File: src/rtl/alu_ctrl_fsm.sv
// alu_ctrl_fsm: multi-cycle RV32I sequencer that decodes R/I/B instructions
// into ALU controls, samples the ALU flag and issues write/branch strobes.
module alu_ctrl_fsm (
  input  logic        clk,
  input  logic        rst,
  input  logic        instr_valid_i,
  input  logic [31:0] instr_i,
  output logic        instr_ready_o,
  output logic [4:0]  alu_op_o,
  output logic        alu_b_imm_o,
  output logic [31:0] imm_o,
  output logic [4:0]  rs1_o,
  output logic [4:0]  rs2_o,
  input  logic        alu_flag_i,
  output logic [4:0]  rd_o,
  output logic        rd_we_o,
  output logic        br_valid_o,
  output logic        br_taken_o,
  output logic        illegal_o
);

  localparam logic [6:0] OPC_R = 7'b0110011;
  localparam logic [6:0] OPC_I = 7'b0010011;
  localparam logic [6:0] OPC_B = 7'b1100011;
  localparam logic [6:0] F7_ALT = 7'b0100000;

  typedef enum logic [2:0] {S_IDLE, S_DECODE, S_EXEC, S_DONE, S_TRAP} state_t;

  state_t      r_state;
  logic        r_ready;
  logic [4:0]  r_op;
  logic        r_b_imm;
  logic [31:0] r_imm;
  logic [4:0]  r_rs1;
  logic [4:0]  r_rs2;
  logic [4:0]  r_rd;
  logic        r_rd_we;
  logic        r_br_valid;
  logic        r_br_taken;
  logic        r_illegal_pulse;
  logic        r_is_branch;
  logic        r_illegal;

  logic [6:0]  w_opcode;
  logic [2:0]  w_f3;
  logic [6:0]  w_f7;
  logic        w_legal;
  logic        w_branch;
  logic [4:0]  w_op;
  logic        w_b_imm;
  logic [31:0] w_imm;
  logic [4:0]  w_rs2;
  logic [4:0]  w_rd;

  assign w_opcode = instr_i[6:0];
  assign w_f3     = instr_i[14:12];
  assign w_f7     = instr_i[31:25];

  // Combinational decode of the word offered on instr_i
  always_comb begin
    w_legal  = 1'b0;
    w_branch = 1'b0;
    w_op     = 5'd0;
    w_b_imm  = 1'b0;
    w_imm    = 32'd0;
    w_rs2    = instr_i[24:20];
    w_rd     = instr_i[11:7];
    case (w_opcode)
      OPC_R: begin
        w_op    = {1'b0, w_f7[5], w_f3};
        w_legal = (w_f7 == 7'd0) ||
                  ((w_f7 == F7_ALT) && ((w_f3 == 3'b000) || (w_f3 == 3'b101)));
      end
      OPC_I: begin
        w_b_imm = 1'b1;
        w_rs2   = 5'd0;
        case (w_f3)
          3'b001: begin
            w_op    = {2'b00, w_f3};
            w_imm   = {27'd0, instr_i[24:20]};
            w_legal = (w_f7 == 7'd0);
          end
          3'b101: begin
            w_op    = {1'b0, w_f7[5], 3'b101};
            w_imm   = {27'd0, instr_i[24:20]};
            w_legal = (w_f7 == 7'd0) || (w_f7 == F7_ALT);
          end
          default: begin
            w_op    = {2'b00, w_f3};
            w_imm   = {{20{instr_i[31]}}, instr_i[31:20]};
            w_legal = 1'b1;
          end
        endcase
      end
      OPC_B: begin
        w_branch = 1'b1;
        w_rd     = 5'd0;
        w_op     = {2'b11, w_f3};
        w_imm    = {{19{instr_i[31]}}, instr_i[31], instr_i[7],
                    instr_i[30:25], instr_i[11:8], 1'b0};
        w_legal  = (w_f3 != 3'b010) && (w_f3 != 3'b011);
      end
      default: w_legal = 1'b0;
    endcase
  end

  // Sequencer state and all registered outputs
  always_ff @(posedge clk) begin
    if (rst) begin
      r_state         <= S_IDLE;
      r_ready         <= 1'b0;
      r_op            <= 5'd0;
      r_b_imm         <= 1'b0;
      r_imm           <= 32'd0;
      r_rs1           <= 5'd0;
      r_rs2           <= 5'd0;
      r_rd            <= 5'd0;
      r_rd_we         <= 1'b0;
      r_br_valid      <= 1'b0;
      r_br_taken      <= 1'b0;
      r_illegal_pulse <= 1'b0;
      r_is_branch     <= 1'b0;
      r_illegal       <= 1'b0;
    end else begin
      r_rd_we         <= 1'b0;
      r_br_valid      <= 1'b0;
      r_illegal_pulse <= 1'b0;
      case (r_state)
        S_IDLE: begin
          r_ready <= 1'b1;
          if (instr_valid_i && r_ready) begin
            r_ready     <= 1'b0;
            r_state     <= S_DECODE;
            r_op        <= w_legal ? w_op : 5'd0;
            r_b_imm     <= w_legal & w_b_imm;
            r_imm       <= w_imm;
            r_rs1       <= instr_i[19:15];
            r_rs2       <= w_rs2;
            r_rd        <= w_rd;
            r_is_branch <= w_branch;
            r_illegal   <= ~w_legal;
          end
        end
        S_DECODE: begin
          if (r_illegal) begin
            r_state         <= S_TRAP;
            r_illegal_pulse <= 1'b1;
            r_op            <= 5'd0;
            r_b_imm         <= 1'b0;
            r_imm           <= 32'd0;
            r_rs1           <= 5'd0;
            r_rs2           <= 5'd0;
            r_rd            <= 5'd0;
          end else begin
            r_state <= S_EXEC;
          end
        end
        S_EXEC: begin
          // ALU flag is sampled only on this edge
          r_state <= S_DONE;
          if (r_is_branch) begin
            r_br_valid <= 1'b1;
            r_br_taken <= alu_flag_i;
          end else begin
            r_rd_we <= (r_rd != 5'd0);
          end
        end
        S_DONE, S_TRAP: begin
          r_state    <= S_IDLE;
          r_ready    <= 1'b1;
          r_br_taken <= 1'b0;
          r_op       <= 5'd0;
          r_b_imm    <= 1'b0;
          r_imm      <= 32'd0;
          r_rs1      <= 5'd0;
          r_rs2      <= 5'd0;
          r_rd       <= 5'd0;
        end
        default: begin
          r_state <= S_IDLE;
          r_ready <= 1'b0;
        end
      endcase
    end
  end

  assign instr_ready_o = r_ready;
  assign alu_op_o      = r_op;
  assign alu_b_imm_o   = r_b_imm;
  assign imm_o         = r_imm;
  assign rs1_o         = r_rs1;
  assign rs2_o         = r_rs2;
  assign rd_o          = r_rd;
  assign rd_we_o       = r_rd_we;
  assign br_valid_o    = r_br_valid;
  assign br_taken_o    = r_br_taken;
  assign illegal_o     = r_illegal_pulse;

endmodule
File: config.mk
export PLATFORM = sky130hd
export DESIGN_NAME = alu_ctrl_fsm
export DESIGN_NICKNAME = d
export VERILOG_FILES = /design/src/rtl/alu_ctrl_fsm.sv
export SDC_FILE = /design/constraint.sdc
export NUM_CORES = 1
export LEC_CHECK = 0
export ABC_AREA = 1
export BUFFER_PORTS_ARGS = -buffer_cell sky130_fd_sc_hd__clkbuf_2
export CAP_MARGIN = 10
export CORE_UTILIZATION = 50
export DETAILED_ROUTE_END_ITERATION = 12
export PLACE_DENSITY_LB_ADDON = 0.15
export SYNTH_ARGS = -nofsm -noshare
export SYNTH_HDL_FRONTEND = slang
export SYNTH_SLANG_ARGS = --single-unit
File: constraint.sdc
create_clock -name clk -period 2.7 [get_ports clk]
set_input_delay 0.135 -clock clk [delete_from_list [all_inputs] [get_ports clk]]
set_output_delay 0.135 -clock clk [all_outputs]
set_load 0.1 [all_outputs]
After elaboration in Yosys (flattened, before gate mapping) --
Cells that the tools add are included.
Storage, ports and cells: output and inout port bits 58, logic and storage cells 89, register bits 63
Cells by class: muxes and demuxes 35, bitwise gates (word level) 4, equality and inequality tests 15, reductions and logical operators 21
Operators with widths (count):
- $mux 32 | 3
- $pmux 32 s3 | 1
- $pmux 5 s3 | 5
- $pmux 32 s2 | 1
- $mux 5 | 8
- $eq 7x6->1 const B | 2
- $reduce_or 2->1 | 5
- $pmux 1 s3 | 3
- $pmux 3 s3 | 1
- $mux 1 | 8
- $eq 7x5->1 const B | 1
- $eq 7x7->1 const B | 1
- $logic_not 7->1 | 1
- $eq 3x1->1 const B | 2
- $eq 3x2->1 const B | 2
- $eq 3x3->1 const B | 2
- $logic_not 3->1 | 2
- $mux 3 | 2
- $ne 2x2->1 const B | 3
- $ne 3x2->1 const B | 2
- $reduce_bool 5->1 | 1
- $mux 4 | 1
- $pmux 1 s2 | 2
- $reduce_and 2->1 | 2
- 8 further kinds | 14

Longest topological paths before layout --
depth in word-level cells 8, depth in mapped cells 11, mapped depth without buffers 10

Worst setup path after synthesis --
No wires, ideal clock.
path type register -> register, from register r_ready (netlist: instr_ready_o), to register r_imm[11] (netlist: imm_o[11]), stages on the path, launching flop included 11, clock period less this slack 1.945 ns, data required time 2.590 ns, setup time 0.110 ns, slack 0.755 ns, data arrival time 1.835 ns, cell sequence dfxtp_1 > nand2_1 > nand3_2 > nand2_2 > nor2_4 > inv_6 > buf_6 > nand2_2 > nand3_1 > nand2_1 > inv_1
Between the ends: longest elaborated chain between the ends 3
RTL lines:
- start: declaration | line 30 | logic r_ready;
- start signal: assignment | line 111 | r_ready <= 1'b0;
- start signal: assignment | line 130 | r_ready <= 1'b1;
- start signal: assignment | line 132 | r_ready <= 1'b0;
- $logic_and 1x1->1 | line 131 | if (instr_valid_i && r_ready) begin
- $ne 2x2->1 (no source line)
- $reduce_and 3->1 (no source line)
- end signal: assignment | line 136 | r_imm <= w_imm;
- end: declaration | line 33 | logic [31:0] r_imm;
No other way between the ends. A chain may end at the register's enable or synchronous reset.

Final worst setup path --
from register r_state[2], to register r_imm[11] (netlist: imm_o[11])
Between the ends: longest elaborated chain between the ends 4
RTL lines:
- start: declaration | line 29 | state_t r_state;
- start signal: assignment | line 110 | r_state <= S_IDLE;
- start signal: assignment | line 133 | r_state <= S_DECODE;
- start signal: assignment | line 146 | r_state <= S_TRAP;
- $eq 3x2->1 / $eq 3x3->1 (equally long branches) | line 128 | case (r_state)
- $reduce_or 2->1 | line 128
- $reduce_bool 3->1 (no source line)
- $reduce_and 3->1 (no source line)
Parallel ways exist; a longest one is shown, timed or not.

==> metrics.csv <==
stage;metric;value;unit
layout;finalInstanceArea;2520;sq um
timing;holdWs;76.9;ps
clock_network;clock-sinks;44;
logic_synthesis;netlist_area;2120;sq um
logic_synthesis;yosysSeqAreaShare;41.6;%
layout;seqCellArea;881;sq um
routing;ant_nets;0;
clock_network;clock_latency;290;ps
layout;fillerInstances;400;
min_path;hold_end;rs1_o[1]$_SDFFE_PP0P_;
layout;layout_commonest_cell;clkbuf_2;
timing;finClkSkew;1.86;ps
floorplan;die_h;67.1;um
setup_path;cp.arrival;1930;ps
layout;finalNonFillerCells;413;
timing;worst_slack;1010;ps
floorplan;ios;94;
logic_synthesis;synth.distinct_cells;24;
flow_run;drv_cap;0;
layout;fin_nets;398;
floorplan;rows;23;
clock_network;clk_path_buf_depth;2;
timing;rsz0062_at_grt;false;
logic_synthesis;syn_inst;291;
place;dp_hpwl;3.38;mm
routing;dr.first_iter.drc_count;101;
logic_synthesis;avgSynthCellArea;7.27;sq um
floorplan;die_area;4500;sq um
logic_synthesis;ys_warn_count;0;
run_status;status;completed;
grt;grt_use_total;22.2;%
grt;grt_pass1_wl;7.72;mm
setup_path;path_max_fanout;35;
layout;layout-drive-gt1-share;32.5;%
power;power.density;586;nW/um^2
floorplan;chipWidth;67.1;um
grt;antenna_found_initial;0;
setup_path;worstSetupStartpointType;flip-flop;
setup_path;criticalPathCategory;flip-flop to flip-flop;
logic_synthesis;yosys_register_bits;44;
layout;final_cell_mix;clkbuf_2 (93), nand2_1 (78), dfxtp_1 (44);
grt;use_met1;28.0;%
timing;hold_viol_final;0;
place;placed_area;2430;sq um
timing;worst_pin_slew;730;ps
floorplan;start_util;52.5;%
timing;finalMaxSlewViolations;0;
timing;finalSetupViolations;0;
grt;grt_pass1_vias;1772;
clock_network;cts_buffers;5;
setup_path;rrSetupSlack;1010;ps
timing;fin_crit;1690;ps
clock_network;cts_resized;0;
setup_path;worstPathRequired;2940;ps
power;finalPower;1.47;mW
place;dp_slack;1030;ps
clock_network;htree_levels;2;
routing;wl_per_cell;11.1;um
clock_network;clkTransAtPathRegs;80;ps
logic_synthesis;synth_fp_nets;327;
routing;vias;2041;
logic_synthesis;yosys-top-cells-area;dfxtp_1 (42%), nand2_1 (14%), nand3_1 (9.0%);
setup_path;r2r_end;imm_o[11]$_SDFFE_PP0P_;
setup_path;regToRegStartpoint;r_state[2]$_SDFFE_PP0N_;
min_path;hold_path_startpoint;instr_i[16];
timing;fin_crit_sh;62.7;%
grt;use_met3;4.97;%
grt;grt_max_degree;37;
layout;antenna_cells;0;
timing;relSlewSlack;51.3;%
min_path;whs_path_depth;3;
layout;multi_input_area;911;sq um
place;dpl.cell_count;405;
timing;finalSetupTns;0;ps
grt;grt-ovfl-total;0;
logic_synthesis;yosysTopAreaCellShare;41.6;%
routing;viasPerCell;4.94;
clock_network;cts_setup_buffers;0;
clock_network;hold_buffers;0;
clock_network;root_buffer;clkbuf_8;
place;port_buffers;93;
power;peakVddDrop;0.385;mV
layout;area_growth;18.9;%
grt;busiest_layer;met2;
timing;max_freq;590;MHz
routing;drc_errors;0;
place;place.gp.congestion;0.839;
routing;routed_wirelength;4.59;mm
clock_network;cts_tree;built;
routing;drt_pass1_iterations;4;
layout;fin_util;62.5;%
grt;use_met2;37.4;%
power;leakage;1.23;nW
setup_path;reg2regPathDepth;9;
floorplan;core-area;4030;sq um
setup_path;end_kind;flip-flop;
logic_synthesis;synth_top_area_cell;dfxtp_1;
min_path;hp-class;input port to flip-flop;
critical path: stages, from the launching register on:
cell and delay, ps:
dfxtp_1 360, nor2_2 170, nand4_2 140, inv_2 440
nand2_1 200, inv_2 100, nand2_1 60, nand3_1 70
nand2_1 50, inv_1 50
cell families after synthesis:
group,Yosys count,synth area share (%)
flops,44,41.6
compound gates,40,9.99
buf+inv,56,15.3
simple gates,151,33.1
layer usage:
| layer | wire, um | share of wire, % | vias to the layer above |
|---|---|---|---|
| met5 | 0 | 0 | - |
| met4 | 30 | 0.65 | 0 |
| met3 | 277 | 6.0 | 5 |
| met2 | 2140 | 47 | 63 |
| met1 | 2140 | 47 | 913 |
| li1 | - | - | 1060 |
Yosys cell counts (all sizes together):
library cell and count:
nor3 3, a2111oi 1, nor2 22, nand3 42, o21ai 3, nand2 81, a21oi 35, a31oi 1
and2 1, inv 25, dfxtp 44, buf 25, nand4 2, clkbuf 4, clkinv 2
layout make-up:
class	count	area share, %
clock buffer	8	3.58
inverter	27	4.23
multi-input combinational	191	36.2
sequential	44	35.0
tap	50	2.49
timing repair buffer	93	18.5
how the worst max path moves through the flow:
stage                                to  slack [ps]  cells past startpoint                       start
6_report         imm_o[11]$_SDFFE_PP0P_        1010                      9     r_state[2]$_SDFFE_PP0N_
3_5_place_dp     imm_o[11]$_SDFFE_PP0P_        1030                      9     r_state[2]$_SDFFE_PP0N_
2_1_floorplan    imm_o[11]$_SDFFE_PP0P_         760                     10  instr_ready_o$_SDFFE_PP0N_
4_1_cts          imm_o[11]$_SDFFE_PP0P_        1000                      9     r_state[2]$_SDFFE_PP0N_
5_1_grt        alu_op_o[3]$_SDFFE_PP0P_         810                      7     r_state[2]$_SDFFE_PP0N_
3_3_place_gp     imm_o[11]$_SDFFE_PP0P_        1100                      9     r_state[2]$_SDFFE_PP0N_
state kept, by name, summed over array words and instances, names as in the netlist:
name	cells
imm_o	13
alu_op_o	5
rd_o	5
rs1_o	5
rs2_o	5
r_state	3
alu_b_imm_o	1
br_taken_o	1
br_valid_o	1
illegal_o	1
instr_ready_o	1
r_illegal	1
r_is_branch	1
rd_we_o	1
report_power, final:
group	internal, mW	leakage, nW	switching [mW]	total [mW]
sequential	0.673	0.356	0.0159	0.689
combinational	0.0737	0.825	0.289	0.363
clock	0.209	0.0455	0.214	0.423
total	0.955	1.23	0.519	1.47
(Power assumes the default switching activity.)
